`src/rtl/mem_fill_arbiter_if.sv`:
```
// Signal bundle between mem_fill_arbiter, the I/D-cache miss logic and the shared memory port.
// master = arbiter view, slave = cache/memory environment view.
interface mem_fill_arbiter_if;
  logic        icache_miss;
  logic [15:0] icache_addr;
  logic        dcache_miss;
  logic [15:0] dcache_addr;
  logic        wr_req;
  logic [15:0] wr_addr;
  logic        mem_data_valid;
  logic [15:0] mem_addr;
  logic        mem_enable;
  logic        mem_wr;
  logic        fill_we_i;
  logic        fill_we_d;
  logic [2:0]  fill_word_idx;
  logic        fill_done_i;
  logic        fill_done_d;
  logic        wr_ack;
  logic        busy;

  modport master (
    input  icache_miss, icache_addr, dcache_miss, dcache_addr,
    input  wr_req, wr_addr, mem_data_valid,
    output mem_addr, mem_enable, mem_wr,
    output fill_we_i, fill_we_d, fill_word_idx,
    output fill_done_i, fill_done_d, wr_ack, busy
  );

  modport slave (
    output icache_miss, icache_addr, dcache_miss, dcache_addr,
    output wr_req, wr_addr, mem_data_valid,
    input  mem_addr, mem_enable, mem_wr,
    input  fill_we_i, fill_we_d, fill_word_idx,
    input  fill_done_i, fill_done_d, wr_ack, busy
  );
endinterface

```
`src/rtl/mem_fill_arbiter.sv`:
```
// Owner of the shared main-memory port: arbitrates D-write > D-fill > I-fill and sequences 8-word fills.
// Optional macro ROUND_ROBIN_FILL_EN alternates I/D when both misses are pending in IDLE.
module mem_fill_arbiter (
  input  logic               clk,
  input  logic               rst_n,
  mem_fill_arbiter_if.master bus
);

  localparam logic [3:0] WORDS_PER_BLK = 4'd8;
  localparam logic [3:0] LAST_WORD     = 4'd7;

  typedef enum logic [1:0] {
    ST_IDLE  = 2'd0,
    ST_WRITE = 2'd1,
    ST_FILL  = 2'd2
  } state_t;

  state_t      state_q,      state_d;
  logic [3:0]  issue_cnt_q,  issue_cnt_d;
  logic [3:0]  ret_cnt_q,    ret_cnt_d;
  logic [11:0] blk_addr_q,   blk_addr_d;
  logic        dst_is_d_q,   dst_is_d_d;
  logic [15:0] mem_addr_q,   mem_addr_d;
  logic        mem_enable_q, mem_enable_d;
  logic        mem_wr_q,     mem_wr_d;
  logic        wr_ack_q,     wr_ack_d;
  logic        busy_q,       busy_d;
`ifdef ROUND_ROBIN_FILL_EN
  logic        last_fill_q,  last_fill_d;  // 1: most recent fill grant went to D
`endif

  logic        pick_d_s;
  logic [15:0] fill_addr_s;
  logic        ret_take_s;
  logic        ret_last_s;
  logic        unused_s;

  // Choose which pending miss would win a fill grant this cycle.
  always_comb begin
`ifdef ROUND_ROBIN_FILL_EN
    if (bus.dcache_miss && bus.icache_miss) begin
      pick_d_s = ~last_fill_q;
    end else begin
      pick_d_s = bus.dcache_miss;
    end
`else
    pick_d_s = bus.dcache_miss;
`endif
  end

  assign fill_addr_s = pick_d_s ? bus.dcache_addr : bus.icache_addr;
  assign unused_s    = ^fill_addr_s[3:0];

  // Returns only count while a fill is open; strays in IDLE/WRITE fall through.
  assign ret_take_s = (state_q == ST_FILL) && bus.mem_data_valid && (ret_cnt_q < WORDS_PER_BLK);
  assign ret_last_s = ret_take_s && (ret_cnt_q == LAST_WORD);

  // Next-state, counter and registered-output computation.
  always_comb begin
    state_d      = state_q;
    issue_cnt_d  = issue_cnt_q;
    ret_cnt_d    = ret_cnt_q;
    blk_addr_d   = blk_addr_q;
    dst_is_d_d   = dst_is_d_q;
    mem_addr_d   = 16'h0000;
    mem_enable_d = 1'b0;
    mem_wr_d     = 1'b0;
    wr_ack_d     = 1'b0;
`ifdef ROUND_ROBIN_FILL_EN
    last_fill_d  = last_fill_q;
`endif

    case (state_q)
      ST_IDLE: begin
        if (bus.wr_req) begin
          state_d      = ST_WRITE;
          mem_enable_d = 1'b1;
          mem_wr_d     = 1'b1;
          mem_addr_d   = bus.wr_addr;
          wr_ack_d     = 1'b1;
        end else if (bus.dcache_miss || bus.icache_miss) begin
          // The grant edge already launches word 0, so the issue burst has no bubble.
          state_d      = ST_FILL;
          blk_addr_d   = fill_addr_s[15:4];
          dst_is_d_d   = pick_d_s;
          mem_enable_d = 1'b1;
          mem_addr_d   = {fill_addr_s[15:4], 4'h0};
          issue_cnt_d  = 4'd1;
          ret_cnt_d    = 4'd0;
`ifdef ROUND_ROBIN_FILL_EN
          last_fill_d  = pick_d_s;
`endif
        end else begin
          state_d = ST_IDLE;
        end
      end

      ST_WRITE: begin
        state_d = ST_IDLE;
      end

      ST_FILL: begin
        if (issue_cnt_q < WORDS_PER_BLK) begin
          mem_enable_d = 1'b1;
          mem_addr_d   = {blk_addr_q, issue_cnt_q[2:0], 1'b0};
          issue_cnt_d  = issue_cnt_q + 4'd1;
        end else begin
          mem_enable_d = 1'b0;
        end

        if (ret_last_s) begin
          state_d      = ST_IDLE;
          issue_cnt_d  = 4'd0;
          ret_cnt_d    = 4'd0;
          mem_enable_d = 1'b0;
          mem_addr_d   = 16'h0000;
        end else if (ret_take_s) begin
          ret_cnt_d = ret_cnt_q + 4'd1;
        end else begin
          ret_cnt_d = ret_cnt_q;
        end
      end

      default: begin
        state_d     = ST_IDLE;
        issue_cnt_d = 4'd0;
        ret_cnt_d   = 4'd0;
      end
    endcase

    busy_d = (state_d != ST_IDLE);
  end

  // State, counters and registered outputs.
  always_ff @(posedge clk or negedge rst_n) begin
    if (!rst_n) begin
      state_q      <= ST_IDLE;
      issue_cnt_q  <= 4'd0;
      ret_cnt_q    <= 4'd0;
      blk_addr_q   <= 12'h000;
      dst_is_d_q   <= 1'b0;
      mem_addr_q   <= 16'h0000;
      mem_enable_q <= 1'b0;
      mem_wr_q     <= 1'b0;
      wr_ack_q     <= 1'b0;
      busy_q       <= 1'b0;
`ifdef ROUND_ROBIN_FILL_EN
      last_fill_q  <= 1'b0;
`endif
    end else begin
      state_q      <= state_d;
      issue_cnt_q  <= issue_cnt_d;
      ret_cnt_q    <= ret_cnt_d;
      blk_addr_q   <= blk_addr_d;
      dst_is_d_q   <= dst_is_d_d;
      mem_addr_q   <= mem_addr_d;
      mem_enable_q <= mem_enable_d;
      mem_wr_q     <= mem_wr_d;
      wr_ack_q     <= wr_ack_d;
      busy_q       <= busy_d;
`ifdef ROUND_ROBIN_FILL_EN
      last_fill_q  <= last_fill_d;
`endif
    end
  end

  assign bus.mem_addr   = mem_addr_q;
  assign bus.mem_enable = mem_enable_q;
  assign bus.mem_wr     = mem_wr_q;
  assign bus.wr_ack     = wr_ack_q;
  assign bus.busy       = busy_q;

  // Fill strobes qualify the memory word present this cycle, so they follow mem_data_valid directly.
  assign bus.fill_we_i     = ret_take_s && !dst_is_d_q;
  assign bus.fill_we_d     = ret_take_s &&  dst_is_d_q;
  assign bus.fill_word_idx = ret_take_s ? ret_cnt_q[2:0] : 3'd0;
  assign bus.fill_done_i   = ret_last_s && !dst_is_d_q;
  assign bus.fill_done_d   = ret_last_s &&  dst_is_d_q;

endmodule
```
`src/flat_wrapper.sv`:
```
// flat-port wrapper written by rule: the top's interface ports become plain ports
module mem_fill_arbiter_flat 
  (clk, rst_n, bus_icache_miss, bus_icache_addr, bus_dcache_miss, bus_dcache_addr, bus_wr_req, bus_wr_addr, bus_mem_data_valid, bus_mem_addr, bus_mem_enable, bus_mem_wr, bus_fill_we_i, bus_fill_we_d, bus_fill_word_idx, bus_fill_done_i, bus_fill_done_d, bus_wr_ack, bus_busy);
  mem_fill_arbiter_if bus_i ();
  input  logic clk;
  input  logic rst_n;
  input wire logic [$bits(bus_i.icache_miss)-1:0] bus_icache_miss;
  input wire logic [$bits(bus_i.icache_addr)-1:0] bus_icache_addr;
  input wire logic [$bits(bus_i.dcache_miss)-1:0] bus_dcache_miss;
  input wire logic [$bits(bus_i.dcache_addr)-1:0] bus_dcache_addr;
  input wire logic [$bits(bus_i.wr_req)-1:0] bus_wr_req;
  input wire logic [$bits(bus_i.wr_addr)-1:0] bus_wr_addr;
  input wire logic [$bits(bus_i.mem_data_valid)-1:0] bus_mem_data_valid;
  output wire logic [$bits(bus_i.mem_addr)-1:0] bus_mem_addr;
  output wire logic [$bits(bus_i.mem_enable)-1:0] bus_mem_enable;
  output wire logic [$bits(bus_i.mem_wr)-1:0] bus_mem_wr;
  output wire logic [$bits(bus_i.fill_we_i)-1:0] bus_fill_we_i;
  output wire logic [$bits(bus_i.fill_we_d)-1:0] bus_fill_we_d;
  output wire logic [$bits(bus_i.fill_word_idx)-1:0] bus_fill_word_idx;
  output wire logic [$bits(bus_i.fill_done_i)-1:0] bus_fill_done_i;
  output wire logic [$bits(bus_i.fill_done_d)-1:0] bus_fill_done_d;
  output wire logic [$bits(bus_i.wr_ack)-1:0] bus_wr_ack;
  output wire logic [$bits(bus_i.busy)-1:0] bus_busy;
  assign bus_i.icache_miss = bus_icache_miss;
  assign bus_i.icache_addr = bus_icache_addr;
  assign bus_i.dcache_miss = bus_dcache_miss;
  assign bus_i.dcache_addr = bus_dcache_addr;
  assign bus_i.wr_req = bus_wr_req;
  assign bus_i.wr_addr = bus_wr_addr;
  assign bus_i.mem_data_valid = bus_mem_data_valid;
  assign bus_mem_addr = bus_i.mem_addr;
  assign bus_mem_enable = bus_i.mem_enable;
  assign bus_mem_wr = bus_i.mem_wr;
  assign bus_fill_we_i = bus_i.fill_we_i;
  assign bus_fill_we_d = bus_i.fill_we_d;
  assign bus_fill_word_idx = bus_i.fill_word_idx;
  assign bus_fill_done_i = bus_i.fill_done_i;
  assign bus_fill_done_d = bus_i.fill_done_d;
  assign bus_wr_ack = bus_i.wr_ack;
  assign bus_busy = bus_i.busy;
  mem_fill_arbiter u_core (.clk(clk), .rst_n(rst_n), .bus(bus_i));
endmodule
```
`config.mk`:
```
export PLATFORM = sky130hd
export DESIGN_NAME = mem_fill_arbiter_flat
export DESIGN_NICKNAME = d
export VERILOG_FILES = /design/src/rtl/mem_fill_arbiter_if.sv /design/src/rtl/mem_fill_arbiter.sv /design/src/flat_wrapper.sv
export SDC_FILE = /design/constraint.sdc
export NUM_CORES = 1
export LEC_CHECK = 0
export CAP_MARGIN = 20
export CORE_AREA = 5 5 61 63
export CTS_CLUSTER_SIZE = 24
export DETAILED_ROUTE_END_ITERATION = 8
export DIE_AREA = 0 0 66 68
export DONT_BUFFER_PORTS = 1
export PLACE_DENSITY_LB_ADDON = 0.12
export SLEW_MARGIN = 20
export SYNTH_ARGS = -nofsm -noshare
export SYNTH_HDL_FRONTEND = slang
export SYNTH_SLANG_ARGS = --single-unit
export TNS_END_PERCENT = 1
```
`constraint.sdc`:
```
create_clock -name clk -period 3.05 [get_ports clk]
set_clock_uncertainty 0.15 [all_clocks]
set_input_delay 0.305 -clock clk [delete_from_list [all_inputs] [get_ports clk]]
set_output_delay 0.305 -clock clk [all_outputs]
set_load 0.01 [all_outputs]
```
==> results of run 1 <==
==> worst min path at each step <==
| stage | from | endpoint | depth (start not counted) |
|---|---|---|---|
| finish | bus_icache_addr[7] | u_core.blk_addr_q[3]$_DFFE_PN0P_ | 2 |
| global placement | rst_n | u_core.ret_cnt_q[0]$_DFFE_PN0P_ | 0 |
| global route | bus_wr_addr[14] | u_core.bus.mem_addr[14]$_DFF_PN0_ | 2 |
| detailed placement | rst_n | u_core.ret_cnt_q[0]$_DFFE_PN0P_ | 0 |
| CTS | bus_icache_addr[7] | u_core.blk_addr_q[3]$_DFFE_PN0P_ | 2 |
| floorplan | rst_n | u_core.blk_addr_q[0]$_DFFE_PN0P_ | 0 |
==> layout by cell type (no fill, tap or decap), types with 2 or more instances in the layout <==
| master | netlist | layout |
|---|---|---|
| a221o_1 | 9 | 9 |
| dlygate4sd3_1 | 0 | 18 |
| ha_1 | 2 | 2 |
| nor3b_1 | 3 | 2 |
| nor3b_2 | 1 | 2 |
| nor2_1 | 11 | 11 |
| inv_1 | 2 | 2 |
| and2_1 | 5 | 5 |
| mux2i_1 | 12 | 12 |
| dfrtp_1 | 42 | 42 |
| or2_1 | 3 | 3 |
| nand2_1 | 9 | 9 |
| nor2b_1 | 6 | 6 |
| a21o_1 | 11 | 11 |
| a22o_1 | 6 | 6 |
| a22oi_1 | 2 | 2 |
| a21oi_1 | 9 | 9 |
| o21ai_0 | 5 | 5 |
| clkbuf_4 | 0 | 5 |
==> sequential cells by signal, summed over array words and instances, names as in the netlist, 2 cells and up <==
register	flops
u_core.issue_cnt_q	4
u_core.bus.mem_addr	16
u_core.blk_addr_q	12
u_core.ret_cnt_q	4
u_core.state_q	2
==> worst max-delay path, stage by stage, from the launching register on <==
cell and delay [ns]:
dfrtp_1 0.53, nand2b_1 0.29, nor3b_2 0.38, nor2b_1 0.31, nor2b_1 0.28
==> what timing repair did <==
item	CTS	global route
hold buffers	19	0
hold endpoints to repair	59	0
setup buffers	0	0
==> cell type report <==
type                    instances  area, sq um
repair buffers                 20        207.7
inverters                       2        7.507
flip-flops and latches         42         1051
multi-input cells             108        794.5
clock buffers                   6        41.29
fillers                       254        982.2
well taps                      46        57.56
clock inverters                 2        37.54
==> kinds of logic after synthesis <==
| kind of cell | share of synthesized area, % |
|---|---|
| muxes | 7.022 |
| AOI/OAI and AO/OA | 19.31 |
| buffers and inverters | 4.356 |
| DFF | 54.62 |
| adders and majority gates | 1.300 |
| and+or+nand+nor | 13.39 |
==> stage by stage <==
stage / area [sq um] / utilization [%]
global route: 2197 / 69.11
global placement: 1918 / 60.33
finish: 2197 / 69.11
CTS: 2197 / 69.11
detailed placement: 1918 / 60.33
floorplan: 1924 / -
==> report_power, final <==
group,leakage [nW],internal (mW),switching (mW),total [mW]
combinational,0.484,0.286,0.280,0.565
clock,0.0385,0.173,0.180,0.353
sequential,0.532,0.787,0.222,1.01
==> layer usage <==
layer,share of wire (%),vias to the layer above,wire length (microns)
met5,0,-,0
met4,1.6,0,63
met3,9.7,6,384
met2,49,61,1927
met1,40,658,1575
li1,-,629,-
==> run metrics, run 1 <==
number of synthesized flops with an enable pin 0; All-Layer GR Usage 19.89%; Synth top area share 54.62%; PostCTS Resize Cnt 0; Synth Warn # 0; GR peak layer met2; initial detailed-routing violation count 72; Cell variety after synth 35; worst hold slack 0.03389 ns; fin nets 235; WS Path Type reg2out; antenna viol nets, final 0; r2r worst-path depth 6; Worst EP required 2.59 ns; layout cell share with drive strength beyond 1 8.889%; pre-CTS worst setup slack 0.8255 ns; status finished, final reports clean; endpoint type of the worst setup path output port; post-synthesis register bit count 42; Die Area 0.004488 sq mm; Synth Flop Type dfrtp_1; final worst setup slack 0.4712 ns; list of most frequent post-synthesis cells 42 x dfrtp_1, 12 x mux2i_1, 11 x a21o_1, 11 x nor2_1; FF-to-FF End u_core.bus.mem_addr[14]$_DFF_PN0_; critical path endpoint bus_fill_done_i; Starting Density 60.53%; Max Slew Vio Count 0; CP Data Arrival Time 2.12 ns; final worst-path cycle share 84.55%; total number of vias 1,354; vias per cell 5.991; leakage 1.054 nW; peak supply drop 0.4236 mV; cts bufs inserted 5; Cells after Synth 163; DP HPWL 2654 microns; largest net degree at the start of global routing 43; TritonCTS clock tree yes; clk buf depth 2; Cell Rows 21; Worst slew margin 35.23%; Remaining Overflow, GRT 0; root buffer cell clkbuf_4; first-pass GRT wire length 6630 microns; r2r startpoint u_core.ret_cnt_q[0]$_DFFE_PN0P_; Final min period 2.579 ns; CP max FO 10; Die Span Y 68 microns; Synth area leader dfrtp_1; Final setup viols 0; Worst-path clk slew 0.13 ns; placed cells 199; Mean Syn Cell Area 11.81 sq um; met2 GRT Util 33.42%; PD cells 877.2 mW/mm^2; reg2reg setup slack 0.83 ns; Post-Syn Area 0.001924 sq mm; Post-Route WL 3950 microns; Max Cap Violations 0; Startpoint Class flop; Final Hold Fails 0; Remaining DRCs 0; sequential fraction of the synthesis area 54.62%; core footprint 0.003179 sq mm; drt pass-1 iters 4; Min-Delay Path Class in2reg; H-Tree Depth 2; initial antenna violation count 0; WL/cell 17.48 microns; total power 1.927 mW; Port Buf Inserts 0; Die X 66 microns; dominant cells by area after synthesis dfrtp_1 55%, mux2i_1 6.2%, a221o_1 4.7%, a21o_1 4.3%, a22o_1 2.7%; Fin Setup TNS 0 ns; worst slew pin tran 0.9673 ns; Diodes inserted 0; routability cong. 0.7537; fmax 387.8 MHz; synthesized net count 219; Worst Setup SP u_core.state_q[0]$_DFF_PN0_; count leader, synth dfrtp_1; met1 usage 23.26%; Area Overhead vs Synth 14.17%; Worst-Skew Late Latency 0.35 ns; vias in the first global route 1,418; Cell Count, Final, Fillers Out 226; RSZ-0062 raised after global routing false; io pins 81; # clock sinks 42; Synth async-reset ratio 100.0%; grt met3 use 7.389%
Note: power is estimated with default switching activity, not from simulation.
==> run 2: changes to the inputs <==
CORE_AREA = 5 5 65 67   (was 5 5 61 63)
DIE_AREA = 0 0 70 72   (was 0 0 66 68)
clock period = 2.15 ns   (was 3.05 ns; I/O delays follow)
==> run metrics, run 2 (synthesis results as in run 1) <==
Cell Rows 22; postcts setup bufs 0; placed cells 207; Worst slew margin 73.39%; Worst-Skew Late Latency 0.35 ns; Die Span Y 72 microns; Worst-path clk slew 0.12 ns; Largest register FFs 16; Port Buf Inserts 0; initial detailed-routing violation count 73; Max Slew Vio Count 0; Remaining DRCs 0; vias per cell 5.847; most frequent cells in the layout 41 x dfrtp_1, 32 x dlygate4sd3_1, 12 x mux2i_1; Final setup viols 0; layout cell share with drive strength beyond 1 13.00%; CP max FO 5; total power 2.840 mW; drt pass-1 iters 4; Area Overhead vs Synth 24.38%; Starting Density 53.78%; All-Layer GR Usage 18.66%; Die X 70 microns; largest net degree at the start of global routing 43; RSZ-0062 raised after global routing false; NetSw 1.002 mW; peak supply drop 0.6034 mV; Post-Route WL 4495 microns; root buffer cell clkbuf_4; WL/cell 18.13 microns; worst slew pin tran 0.3991 ns; Pint 1.838 mW; Logic pwr share 32.1%; total area of sequential cells 0.001052 sq mm; TritonCTS clock tree yes; status finished, final reports clean; r2r startpoint u_core.ret_cnt_q[0]$_DFFE_PN0P_; cts bufs inserted 5; Die Area 0.005040 sq mm; io pins 81; # clock sinks 42; Startpoint Class flop; fmax 496.3 MHz; H-Tree Depth 2; vias in the first global route 1,538; Design Area, Final 0.002394 sq mm; DP HPWL 2809 microns; Worst Setup SP u_core.state_q[0]$_DFF_PN0_; Max Cap Violations 0; CP Data Arrival Time 1.65 ns; placed inst area 0.001966 sq mm; Fin Setup TNS 0 ns; Cell Count, Final, Fillers Out 248; most common cell after layout, fill and taps aside dfrtp_1; antenna viol nets, final 0; clock share of power 17.8%; PD cells 1187 mW/mm^2; leakage 1.143 nW; core footprint 0.003578 sq mm; Final min period 2.015 ns; Final Hold Fails 0; fill count 284; Remaining Overflow, GRT 0; area of the multi-input gates 802.0 sq um; endpoint type of the worst setup path output port; initial antenna violation count 0; WS Path Type reg2out; routability cong. 0.7841; Worst EP required 1.78 ns; worst hold slack 0.01383 ns; hold wc startpoint bus_icache_addr[15]; final worst setup slack 0.1352 ns; fin nets 255; clk buf depth 2; sequential power share 50.1%; Core Util, Final 66.89%; first-pass GRT wire length 7465 microns; Min-Delay Path Class in2reg; final worst-path cycle share 93.71%; sw frac 35.28%; total number of vias 1,450; pre-CTS worst setup slack 0.3067 ns; Diodes inserted 0
## run 2: cell types whose count changed in the layout (fill, tap and decap cells not counted)
cell | before | now
dlygate4sd3_1 | 18 | 32
dfrtp_1 | 42 | 41
nand2b_2 | 0 | 1
nor2b_2 | 0 | 2
nand2b_1 | 1 | 0
nor2b_1 | 6 | 4
dfrtp_2 | 0 | 1
buf_4 | 1 | 7
## run 2: critical path: stages (launching register included)
cell and delay, ns:
dfrtp_1 0.43, nand2b_2 0.24, nor3b_2 0.23, nor2b_1 0.20
nor2b_2 0.21
## run 2: area by class of cell
type | count | area share [%]
Multi-Input combinational cell | 108 | 33.51
Clock inverter | 2 | 1.568
Timing Repair Buffer | 40 | 16.41
Clock buffer | 6 | 1.725
Tap cell | 48 | 2.509
Sequential cell | 42 | 43.96
Inverter | 2 | 0.3136
## run 2: timing repair
action                                 in CTS  in global routing
cloned                                      0                  0
resized for setup                           1                  3
hold buffers                               33                  0
endpoints found under the hold margin      69                  0
setup endpoints to repair                   1                  2
## run 2: path summary, 6_finish.rpt
kind | end | slack (ns) | depth (start not counted)
max in group asynchronous | u_core.state_q[0]$_DFF_PN0_ | 1.46 | 2
worst min-delay path | u_core.blk_addr_q[11]$_DFFE_PN0P_ | 0.01 | 3
worst min register to register | u_core.blk_addr_q[11]$_DFFE_PN0P_ | 0.35 | 1
min in group asynchronous | u_core.issue_cnt_q[3]$_DFFE_PN0P_ | 0.18 | 2
worst max-delay path | bus_fill_done_i | 0.14 | 4
worst max register to register | u_core.bus.busy$_DFF_PN0_ | 0.24 | 5
## run 2: power by group through the flow
| stage | Combinational (mW) | Sequential, mW | Clock (mW) |
|---|---|---|---|
| 6_report | 0.911 | 1.42 | 0.506 |
| 5_1_grt | 1.02 | 1.47 | 0.552 |
| 4_1_cts | 0.907 | 1.42 | 0.520 |
| 3_5_place_dp | 0.830 | 1.44 | 0 |
| 3_3_place_gp | 0.799 | 1.42 | 0 |
| 2_1_floorplan | 0.724 | 1.34 | 0 |
## run 2: layer usage
layer | GRT usage, % | up-vias | part of all wire [%]
li1 | - | 667 | -
met1 | 22.48 | 715 | 41
met2 | 32.11 | 59 | 51
met3 | 5.263 | 9 | 6.7
met4 | 6.809 | 0 | 1.4
met5 | 0 | - | 0
